===== src/rtl/mem_arbiter.sv =====
// mem_arbiter: multi-channel byte-serial memory arbiter with load sign-extension and IO back-pressure.
// Define MEM_ARB_RR_EN for round-robin arbitration; otherwise fixed priority with channel 0 highest.
module mem_arbiter #(
  parameter int          NUM_CH  = 3,
  parameter logic [31:0] IO_BASE = 32'h0003_0000
) (
  input  logic                  clk,
  input  logic                  rst,
  input  logic                  rdy,
  input  logic [7:0]            mem_din,
  input  logic                  io_buffer_full,
  output logic [31:0]           mem_a,
  output logic [7:0]            mem_dout,
  output logic                  mem_wr,
  input  logic [NUM_CH-1:0]     req,
  input  logic [NUM_CH-1:0]     we,
  input  logic [2*NUM_CH-1:0]   size,
  input  logic [NUM_CH-1:0]     sext,
  input  logic [32*NUM_CH-1:0]  addr,
  input  logic [32*NUM_CH-1:0]  wdata,
  output logic [NUM_CH-1:0]     done,
  output logic [31:0]           rdata
);

  localparam int CW = (NUM_CH > 1) ? $clog2(NUM_CH) : 1;

  typedef enum logic [1:0] {IDLE, XFER, DONE} state_t;

  state_t             state, state_nxt;
  logic [CW-1:0]      gnt, gnt_nxt, pick;
  logic               we_l, we_l_nxt, sext_l, sext_l_nxt;
  logic [2:0]         nbytes, nbytes_nxt, cnt, cnt_nxt;
  logic [31:0]        addr_l, addr_l_nxt, wdata_l, wdata_l_nxt, ld_buf, ld_buf_nxt;
  logic [31:0]        mem_a_nxt, rdata_nxt;
  logic [7:0]         mem_dout_nxt;
  logic               mem_wr_nxt;
  logic [NUM_CH-1:0]  done_nxt;
  logic [1:0]         size_a  [NUM_CH];
  logic [31:0]        addr_a  [NUM_CH];
  logic [31:0]        wdata_a [NUM_CH];
  logic [1:0]         byte_idx;
  logic               io_stall;

  // Widen a partially loaded little-endian value to 32 bits.
  function automatic logic [31:0] extend(input logic [31:0] b, input logic [2:0] n, input logic sx);
    logic [31:0] r;
    case (n)
      3'd1:    r = {{24{sx & b[7]}}, b[7:0]};
      3'd2:    r = {{16{sx & b[15]}}, b[15:0]};
      default: r = b;
    endcase
    return r;
  endfunction

  always_comb begin
    for (int i = 0; i < NUM_CH; i++) begin
      size_a[i]  = size[2*i +: 2];
      addr_a[i]  = addr[32*i +: 32];
      wdata_a[i] = wdata[32*i +: 32];
    end
  end

`ifdef MEM_ARB_RR_EN
  logic [CW-1:0] rr_ptr, rr_idx;
  logic          rr_found;

  // Search starts at the channel after the last grant and wraps at NUM_CH.
  always_comb begin
    pick     = '0;
    rr_found = 1'b0;
    rr_idx   = '0;
    for (int i = 0; i < NUM_CH; i++) begin
      if (int'(rr_ptr) + i >= NUM_CH) rr_idx = CW'(int'(rr_ptr) + i - NUM_CH);
      else                            rr_idx = CW'(int'(rr_ptr) + i);
      if (!rr_found && req[rr_idx]) begin
        rr_found = 1'b1;
        pick     = rr_idx;
      end
    end
  end

  always_ff @(posedge clk) begin
    if (rst)                                 rr_ptr <= '0;
    else if (rdy && state == IDLE && |req)   rr_ptr <= (pick == CW'(NUM_CH - 1)) ? '0 : pick + 1'b1;
  end
`else
  always_comb begin
    pick = '0;
    for (int i = NUM_CH - 1; i >= 0; i--) begin
      if (req[i]) pick = CW'(i);
    end
  end
`endif

  always_comb begin
    state_nxt    = state;
    gnt_nxt      = gnt;
    we_l_nxt     = we_l;
    sext_l_nxt   = sext_l;
    nbytes_nxt   = nbytes;
    cnt_nxt      = cnt;
    addr_l_nxt   = addr_l;
    wdata_l_nxt  = wdata_l;
    ld_buf_nxt   = ld_buf;
    mem_a_nxt    = mem_a;
    mem_dout_nxt = mem_dout;
    mem_wr_nxt   = mem_wr;
    rdata_nxt    = rdata;
    done_nxt     = '0;
    byte_idx     = cnt[1:0] - 2'd1;
    // A store byte at or above IO_BASE waits while the IO sink is full.
    io_stall     = we_l && io_buffer_full && (mem_a >= IO_BASE);
    case (state)
      IDLE: begin
        mem_a_nxt  = 32'd0;
        mem_wr_nxt = 1'b0;
        if (|req) begin
          gnt_nxt     = pick;
          we_l_nxt    = we[pick];
          sext_l_nxt  = sext[pick];
          addr_l_nxt  = addr_a[pick];
          wdata_l_nxt = wdata_a[pick];
          case (size_a[pick])
            2'd0:    nbytes_nxt = 3'd1;
            2'd1:    nbytes_nxt = 3'd2;
            default: nbytes_nxt = 3'd4;
          endcase
          cnt_nxt    = 3'd1;
          ld_buf_nxt = 32'd0;
          mem_a_nxt  = addr_a[pick];
          mem_wr_nxt = we[pick];
          if (we[pick]) mem_dout_nxt = wdata_a[pick][7:0];
          else          mem_dout_nxt = mem_dout;
          state_nxt  = XFER;
        end else begin
          state_nxt = IDLE;
        end
      end
      XFER: begin
        if (!we_l) begin
          ld_buf_nxt[{byte_idx, 3'b000} +: 8] = mem_din;
          if (cnt == nbytes) begin
            rdata_nxt     = extend(ld_buf_nxt, nbytes, sext_l);
            done_nxt[gnt] = 1'b1;
            mem_a_nxt     = 32'd0;
            state_nxt     = DONE;
          end else begin
            mem_a_nxt = addr_l + {29'd0, cnt};
            cnt_nxt   = cnt + 3'd1;
          end
        end else if (io_stall) begin
          state_nxt = XFER;
        end else if (cnt == nbytes) begin
          mem_wr_nxt    = 1'b0;
          mem_a_nxt     = 32'd0;
          done_nxt[gnt] = 1'b1;
          state_nxt     = DONE;
        end else begin
          mem_a_nxt    = addr_l + {29'd0, cnt};
          mem_dout_nxt = wdata_l[{cnt[1:0], 3'b000} +: 8];
          cnt_nxt      = cnt + 3'd1;
        end
      end
      DONE:    state_nxt = IDLE;
      default: state_nxt = IDLE;
    endcase
  end

  always_ff @(posedge clk) begin
    if (rst) begin
      state    <= IDLE;
      gnt      <= '0;
      we_l     <= 1'b0;
      sext_l   <= 1'b0;
      nbytes   <= 3'd1;
      cnt      <= 3'd0;
      addr_l   <= 32'd0;
      wdata_l  <= 32'd0;
      ld_buf   <= 32'd0;
      mem_a    <= 32'd0;
      mem_dout <= 8'd0;
      mem_wr   <= 1'b0;
      rdata    <= 32'd0;
      done     <= '0;
    end else if (rdy) begin
      state    <= state_nxt;
      gnt      <= gnt_nxt;
      we_l     <= we_l_nxt;
      sext_l   <= sext_l_nxt;
      nbytes   <= nbytes_nxt;
      cnt      <= cnt_nxt;
      addr_l   <= addr_l_nxt;
      wdata_l  <= wdata_l_nxt;
      ld_buf   <= ld_buf_nxt;
      mem_a    <= mem_a_nxt;
      mem_dout <= mem_dout_nxt;
      mem_wr   <= mem_wr_nxt;
      rdata    <= rdata_nxt;
      done     <= done_nxt;
    end
  end

endmodule


===== config.mk =====
export PLATFORM = sky130hd
export DESIGN_NAME = mem_arbiter
export DESIGN_NICKNAME = d
export VERILOG_FILES = /design/src/rtl/mem_arbiter.sv
export SDC_FILE = /design/constraint.sdc
export NUM_CORES = 1
export LEC_CHECK = 0
export BUFFER_PORTS_ARGS = -buffer_cell sky130_fd_sc_hd__buf_2
export CAP_MARGIN = 20
export CORE_MARGIN = 8
export CORE_UTILIZATION = 57
export CTS_CLUSTER_SIZE = 8
export DETAILED_ROUTE_END_ITERATION = 8
export GPL_TIMING_DRIVEN = 0
export PLACE_DENSITY = 0.94
export SLEW_MARGIN = 30
export SYNTH_ARGS = -nofsm -noshare
export SYNTH_HDL_FRONTEND = slang
export SYNTH_SLANG_ARGS = --single-unit

===== constraint.sdc =====
create_clock -name clk -period 5.12 [get_ports clk]
set_input_delay 0 -clock clk [delete_from_list [all_inputs] [get_ports clk]]
set_output_delay 0 -clock clk [all_outputs]
set_load 0.02 [all_outputs]

==> results.tsv, run 1 <==
metric	value	unit
status	completed	
Avg WL per Cell	20.9	um
fin crit share	74.3	%
Worst Max-Slew Pin Slew	0.850	ns
sequential cell area fraction in the yosys report	37.0	%
total grt overflow	0	
post-detail-place hpwl	29200	um
Multi-input gate area	0.00571	mm^2
Chip Height	148	um
clock latency on the worst-skew pair	0.45	ns
Mapped Area	0.00995	mm^2
count of different cell masters after synthesis	62	
Reg2Reg Depth	12	
Critical Path RT	5.42	ns
cell depth of the worst hold path	5	
area grow syn2layout	28.8	%
Pint	2.72	mW
Worst-path clk slew	0.07	ns
maxcap violations	0	
r2r startpoint	cnt[0]$_SDFFE_PP0P_	
largest net degree at the start of global routing	17	
DRT antenna net count	0	
switching power	1.22	mW
fraction of power consumed by combinational cells	23.0	%
Slew Limit Fails	0	
CTS Hold Buffers Added	49	
CTS tree	yes	
Yosys top cell by area	dfxtp_1	
top post-synthesis cells by area	dfxtp_1 37%, nand2_1 7.5%, mux2i_1 6.7%	
Reg area	0.00368	mm^2
die width	148	um
Lkg Pwr	5.11	nW
Placer Congestion	1.01	
CTS root buffer	clkbuf_16	
sw frac	31.0	%
flop2flop setup slack	1.32	ns
critical path class	reg2reg	
share of layout cells above drive strength 1	23.2	%
clock power share	36.2	%
Crit Path Max Fanout	10	
drt total wl	38800	um
Cells after DPL	1775	
YS warnings	0	
first-pass GRT wire length	59400	um
# resized after CTS	0	
vias in the first global route	11200	
Initial DRT Pass Iterations	9	
CTS Buf Count	17	
crit path capture type	flip-flop	
Setup Skew	0.0127	ns
count of final hold-check violations	0	
Hold Crit Class	in2reg	
sequential share of power	40.8	%
Slew HR	43.2	%
Yosys reg bits	184	
count of buffers from port buffering	293	
Longest Clk Path Bufs	2	
Worst setup SP type	flip-flop	
Synth Instances	1257	
die area	0.0219	mm^2
GR Util All Layers	34.2	%
CTS Sinks	184	
RR Endpoint	rdata[30]$_SDFFE_PP0P_	
via count	11400	
Final nets	1845	
hold path endpoint	addr_l[4]$_SDFFE_PP0P_	
Final Critical Period	3.80	ns
final setup fails	0	
# rows	48	
post-synth top area share	37.0	%
number of setup buffers added after CTS	0	
Initial Util	57.9	%
final non-filler cell total	1856	
core area	0.0172	mm^2
vias per cell	6.15	
pwr dens	307	mW/mm^2
fillers	1303	
antenna violations before repair	0	
I/O pin cnt	295	
Synth Area per Inst	7.91	um^2
Achievable Freq	263	MHz
Mapped Nets	1484	
H-tree Lvls	4	
number of enable flip-flop cells after synthesis	0	
RSZ-0062 raised after global routing	false	
# DRC	0	
setup TNS	0	ns
VDD IR max	0.282	mV
Critical Path AT	4.10	ns
asr flop ratio synth	0	%
hold_sp	addr[68]	
Synth Flop Type	dfxtp_1	
DR iter-0 viols	1334	
diode count	0	
## cell usage after synthesis (9+ instances only)
cell type,number
o211ai_1,43
xnor2_1,19
xor2_1,14
inv_1,25
nor3_1,24
o21ai_0,48
buf_2,23
nor3b_1,18
nand2b_1,11
nor2_1,141
clkbuf_1,72
a22oi_1,11
mux2i_1,67
nand2_1,198
nand3_1,9
dfxtp_1,184
a31oi_1,10
nor2b_1,13
a211oi_1,85
a21oi_1,123
## power groups by stage
stage | combinational [mW] | clock, mW | sequential (mW)
finish | 0.905 | 1.42 | 1.61
global route | 0.968 | 1.48 | 1.62
CTS | 0.880 | 1.42 | 1.60
detailed placement | 0.843 | 0 | 1.64
global placement | 0.825 | 0 | 1.63
floorplan | 0.470 | 0 | 1.68
## flip-flops by register name, summed over array words and instances (netlist names)
register,cells
rdata,32
state,2
sext_l,1
mem_a,32
nbytes,3
mem_dout,8
ld_buf,32
gnt,2
done,3
addr_l,32
we_l,1
cnt,3
wdata_l,32
mem_wr,1
## layout by cell type, fill, tap and decap left out, types with 5 or more instances in the layout
cell           instances
xnor2_1               19
o21ai_0               48
dfxtp_1              184
a221oi_1               6
nor4_1                 7
nand2b_1              11
nor2b_1               13
a31oi_1               10
nand4_1                7
inv_1                 25
buf_2                316
buf_1                  7
ha_1                   7
nor3_1                24
o211ai_1              43
nor3b_1               18
a311oi_1               7
o22ai_1                5
nor2_1               141
nand3_1                9
clkbuf_16             17
a22oi_1               11
a21bo_2                7
a211oi_1              85
clkbuf_1              74
mux2i_1               67
mux4_2                 8
a21oi_1              123
dlygate4sd3_1         49
and3_1                 7
xor2_1                14
nand2_1              198
## per-stage QoR
stage               area [um^2]  power (mW)  util (%)  hold WS (ns)  setup WS [ns]
floorplan                  9950        2.15         -         0.203           2.16
global route              12800        4.06      74.6        0.0246           1.02
detailed placement        11700        2.48      68.1         0.326           1.46
finish                    12800        3.94      74.6       0.00598           1.32
global placement          11700        2.46      68.1         0.322           1.52
CTS                       12800        3.90      74.6      0.000151           1.39
## worst max-delay path, stage by stage, from the launching register on
cell and delay (ns):
dfxtp_1 0.41, buf_2 0.21, buf_1 0.61, inv_1 0.20, ha_1 0.42, and2_1 0.18, clkbuf_2 0.16, a31oi_1 0.41
o31a_1 0.20, buf_2 0.21, a21boi_4 0.37, buf_6 0.19, a211oi_1 0.07
## routing by layer
| layer | up-vias | share of wire, % | track usage (%) |
|---|---|---|---|
| li1 | 5192 | - | - |
| met1 | 5284 | 37 | 39.9 |
| met2 | 798 | 47 | 57.5 |
| met3 | 143 | 11 | 7.44 |
| met4 | 0 | 5.3 | 18.8 |
| met5 | - | 0 | 0 |
## worst max-delay path by stage
stage | endpoint | slack (ns) | start | cells past startpoint
global route | rdata[21]$_SDFFE_PP0P_ | 1.02 | cnt[0]$_SDFFE_PP0P_ | 11
floorplan | rdata[21]$_SDFFE_PP0P_ | 2.16 | cnt[0]$_SDFFE_PP0P_ | 12
CTS | rdata[25]$_SDFFE_PP0P_ | 1.39 | cnt[0]$_SDFFE_PP0P_ | 12
detailed placement | rdata[25]$_SDFFE_PP0P_ | 1.46 | cnt[0]$_SDFFE_PP0P_ | 12
finish | rdata[30]$_SDFFE_PP0P_ | 1.32 | cnt[0]$_SDFFE_PP0P_ | 12
global placement | rdata[30]$_SDFFE_PP0P_ | 1.52 | cnt[0]$_SDFFE_PP0P_ | 12
## layout make-up
type / count / area share (%)
plain buffers: 108 / 3.60
clock buffers: 21 / 3.59
clock inverters: 11 / 1.32
inverters: 25 / 0.732
multi-input cells: 940 / 44.5
flip-flops and latches: 184 / 28.7
well taps: 225 / 2.20
repair buffers: 342 / 15.3
## logic make-up after synthesis
| family | synth area share [%] |
|---|---|
| adders and majority gates | 1.08 |
| DFF | 37.0 |
| xor gates and xnor gates | 2.91 |
| muxes | 8.55 |
| AOI/OAI and AO/OA | 23.7 |
| buffers and inverters | 5.58 |
| and+or+nand+nor | 21.1 |
(Power assumes the default switching activity.)
==> inputs of run 2 (changes only) <==
CORE_UTILIZATION = 47   (was 57)
PLACE_DENSITY = 0.84   (was 0.94)
clock period = 3.15 ns   (was 5.12 ns; I/O delays follow)
==> run 2 against run 1 <==
Compared with the run above:
- core utilization down 13 points
- first-iteration DRC count down 13%
- die area up 19%
- critical path depth unchanged
- combinational power up 65%
- non-clock buffer count up 4
- cell area up 0.66%
- final cell count up 2.9%
- global-route usage down 5.6 points
- sequential share of layout area down 0.19 points
- clock power up 53%
- hold slack worse by 0.0035 ns
==> results.tsv, run 2 (synthesis gave the netlist of run 1 again) <==
metric	value	unit	change
RR Endpoint	rdata[18]$_SDFFE_PP0P_		
area grow syn2layout	29.7	%	
Initial DRT Pass Iterations	6		-3
CTS root buffer	clkbuf_16		
# rows	53		+10%
hold path endpoint	wdata_l[15]$_SDFFE_PP0P_		
slowest stage delay, CP	0.39	ns	-0.22 ns
Worst Path Buf+Inv	6		unchanged
CTS Buf Count	17		unchanged
Chip Height	161	um	+9.0%
Pint	4.23	mW	+56%
vias per cell	5.86		-4.7%
Final Critical Period	2.97	ns	-0.834 ns
Crit Path Max Fanout	10		unchanged
die area	0.0261	mm^2	+19%
Initial Util	47.6	%	-10 points
Hold Crit Class	in2reg		
Critical Path RT	3.50	ns	-1.92 ns
clock power share	34.6	%	-1.6 points
CTS tree	yes		
DRT antenna net count	0		unchanged
drt total wl	39100	um	+0.80%
CTS Sinks	184		unchanged
clock latency on the worst-skew pair	0.44	ns	about the same
largest net degree at the start of global routing	17		unchanged
total grt overflow	0		unchanged
critical path class	reg2reg		
first-pass GRT wire length	59100	um	-0.53%
Reg2Reg Depth	12		unchanged
vias in the first global route	11000		-2.0%
fraction of power consumed by combinational cells	23.8	%	+0.8 points
Achievable Freq	337	MHz	+28%
setup TNS	0	ns	unchanged
# DRC	0		unchanged
Lkg Pwr	5.09	nW	-0.51%
switching power	2.04	mW	+67%
Slew HR	35.5	%	-7.7 points
Multi-input gate area	0.00574	mm^2	+0.48%
Critical Path AT	3.32	ns	-0.78 ns
Slew Limit Fails	0		unchanged
Final nets	1849		+0.22%
Placer Congestion	0.967		-4.0%
Avg WL per Cell	20.5	um	-2.1%
count of buffers from port buffering	293		unchanged
GR Util All Layers	28.6	%	-5.6 points
RSZ-0062 raised after global routing	false		
H-tree Lvls	4		unchanged
fin crit share	94.2	%	+20 points
total power draw	6.27	mW	+59%
I/O pin cnt	295		unchanged
Crit path top cell by count	buf_2		
most frequent cells in the layout	316 x buf_2, 198 x nand2_1, 184 x dfxtp_1, 140 x nor2_1, 123 x a21oi_1		
fillers	1856		+42%
post-detail-place hpwl	30200	um	+3.3%
crit path capture type	flip-flop		
VDD IR max	0.359	mV	+27%
die width	161	um	+9.0%
sequential share of power	41.6	%	+0.8 points
r2r startpoint	cnt[0]$_SDFFE_PP0P_		
core area	0.0209	mm^2	+22%
share of layout cells above drive strength 1	23.7	%	+0.49 points
hold_sp	wdata[47]		
DR iter-0 viols	1162		-13%
count of final hold-check violations	0		unchanged
Worst-path clk slew	0.07	ns	about the same
final setup fails	0		unchanged
Worst setup SP type	flip-flop		
via count	11200		-1.9%
Worst path top cell family by delay	buffers and inverters		
flop2flop setup slack	0.18	ns	-1.14 ns
status	completed		
commonest non-fill, non-tap cell in the layout	buf_2		
Longest Clk Path Bufs	2		unchanged
crit path max-delay cell type	dfxtp_1		
Worst Max-Slew Pin Slew	0.963	ns	+0.113 ns
sw frac	32.5	%	+1.5 points
cell depth of the worst hold path	5		unchanged
Reg area	0.00368	mm^2	unchanged
maxcap violations	0		unchanged
diode count	0		unchanged
pwr dens	486	mW/mm^2	+58%
Setup Skew	0.0109	ns	-0.00181 ns
antenna violations before repair	3		+3
CP cell instances	buf_2 > buf_6 > inv_1 > ha_2 > and2_1 > clkbuf_2 > a31oi_4 > o31a_1 > buf_2 > a21boi_4 > buf_4 > a211oi_1		
[run 2: cell types whose count changed in the layout (fill, tap and decap cells not counted), moves of 2 or more]
cell | before | now
dlygate4sd3_1 | 49 | 51
clkinv_2 | 3 | 1
clkinvlp_4 | 1 | 6
bufinv_16 | 4 | 2
buf_4 | 3 | 5
clkbuf_8 | 2 | 0
[run 2: power by group through the flow]
| stage | registers (mW) | clock network [mW] | logic, mW |
|---|---|---|---|
| 3_3_place_gp | 2.65 | 0 | 1.37 |
| 3_5_place_dp | 2.66 | 0 | 1.39 |
| 6_report | 2.61 | 2.17 | 1.49 |
| 5_1_grt | 2.62 | 2.25 | 1.60 |
| 4_1_cts | 2.60 | 2.16 | 1.46 |
| 2_1_floorplan | 2.73 | 0 | 0.765 |
[run 2: layer usage]
metal	global-route usage [%]	vias to the layer above	wire length [um]
met5	0	-	39
met4	14.2	6	1750
met3	7.23	121	3750
met2	48.3	664	18700
met1	33.3	5197	14900
li1	-	5210	-
[run 2: what timing repair did]
action,CTS,global route
hold buffers,51,0
pin swaps,0,1
endpoints found under the setup margin,54,33
hold endpoints to repair,42,0
gates resized for setup,5,7
setup buffers,0,2
[run 2: through the flow]
step	instance area (um^2)	utilization, %	hold slack, ns	cells	setup WS, ns
after CTS	12900	61.6	0.000938	1908	0.0285
after global routing	12900	61.8	0.0318	1910	0.0207
after global placement	11800	56.3	0.313	1825	-0.510
after floorplan	9950	-	0.203	1257	0.192
after detailed placement	11800	56.3	0.320	1825	-0.590
final	12900	61.8	0.00244	1910	0.182
[run 2: area by class of cell]
type	instances	share of cell area, %
inverter	25	0.727
sequential	184	28.6
buffer	108	3.67
clock inverter	13	1.13
tap	275	2.67
timing repair buffer	346	15.4
multi-input combinational	940	44.5
clock buffer	19	3.36
[run 2: tightest hold or removal path, cell delays in order]
cell,delay (ns)
buf_2,0.08
mux2i_1,0.06
nand2_1,0.06
o211ai_1,0.09
a21oi_1,0.12
[run 2: worst max-delay path by stage]
stage,startpoint,endpoint,slack [ns],cells past startpoint
after floorplan,cnt[0]$_SDFFE_PP0P_,rdata[21]$_SDFFE_PP0P_,0.19,12
after global placement,cnt[0]$_SDFFE_PP0P_,rdata[28]$_SDFFE_PP0P_,-0.51,12
after detailed placement,cnt[0]$_SDFFE_PP0P_,rdata[28]$_SDFFE_PP0P_,-0.59,12
after CTS,cnt[0]$_SDFFE_PP0P_,rdata[28]$_SDFFE_PP0P_,0.03,12
after global routing,cnt[0]$_SDFFE_PP0P_,rdata[20]$_SDFFE_PP0P_,0.02,12
final,cnt[0]$_SDFFE_PP0P_,rdata[18]$_SDFFE_PP0P_,0.18,12
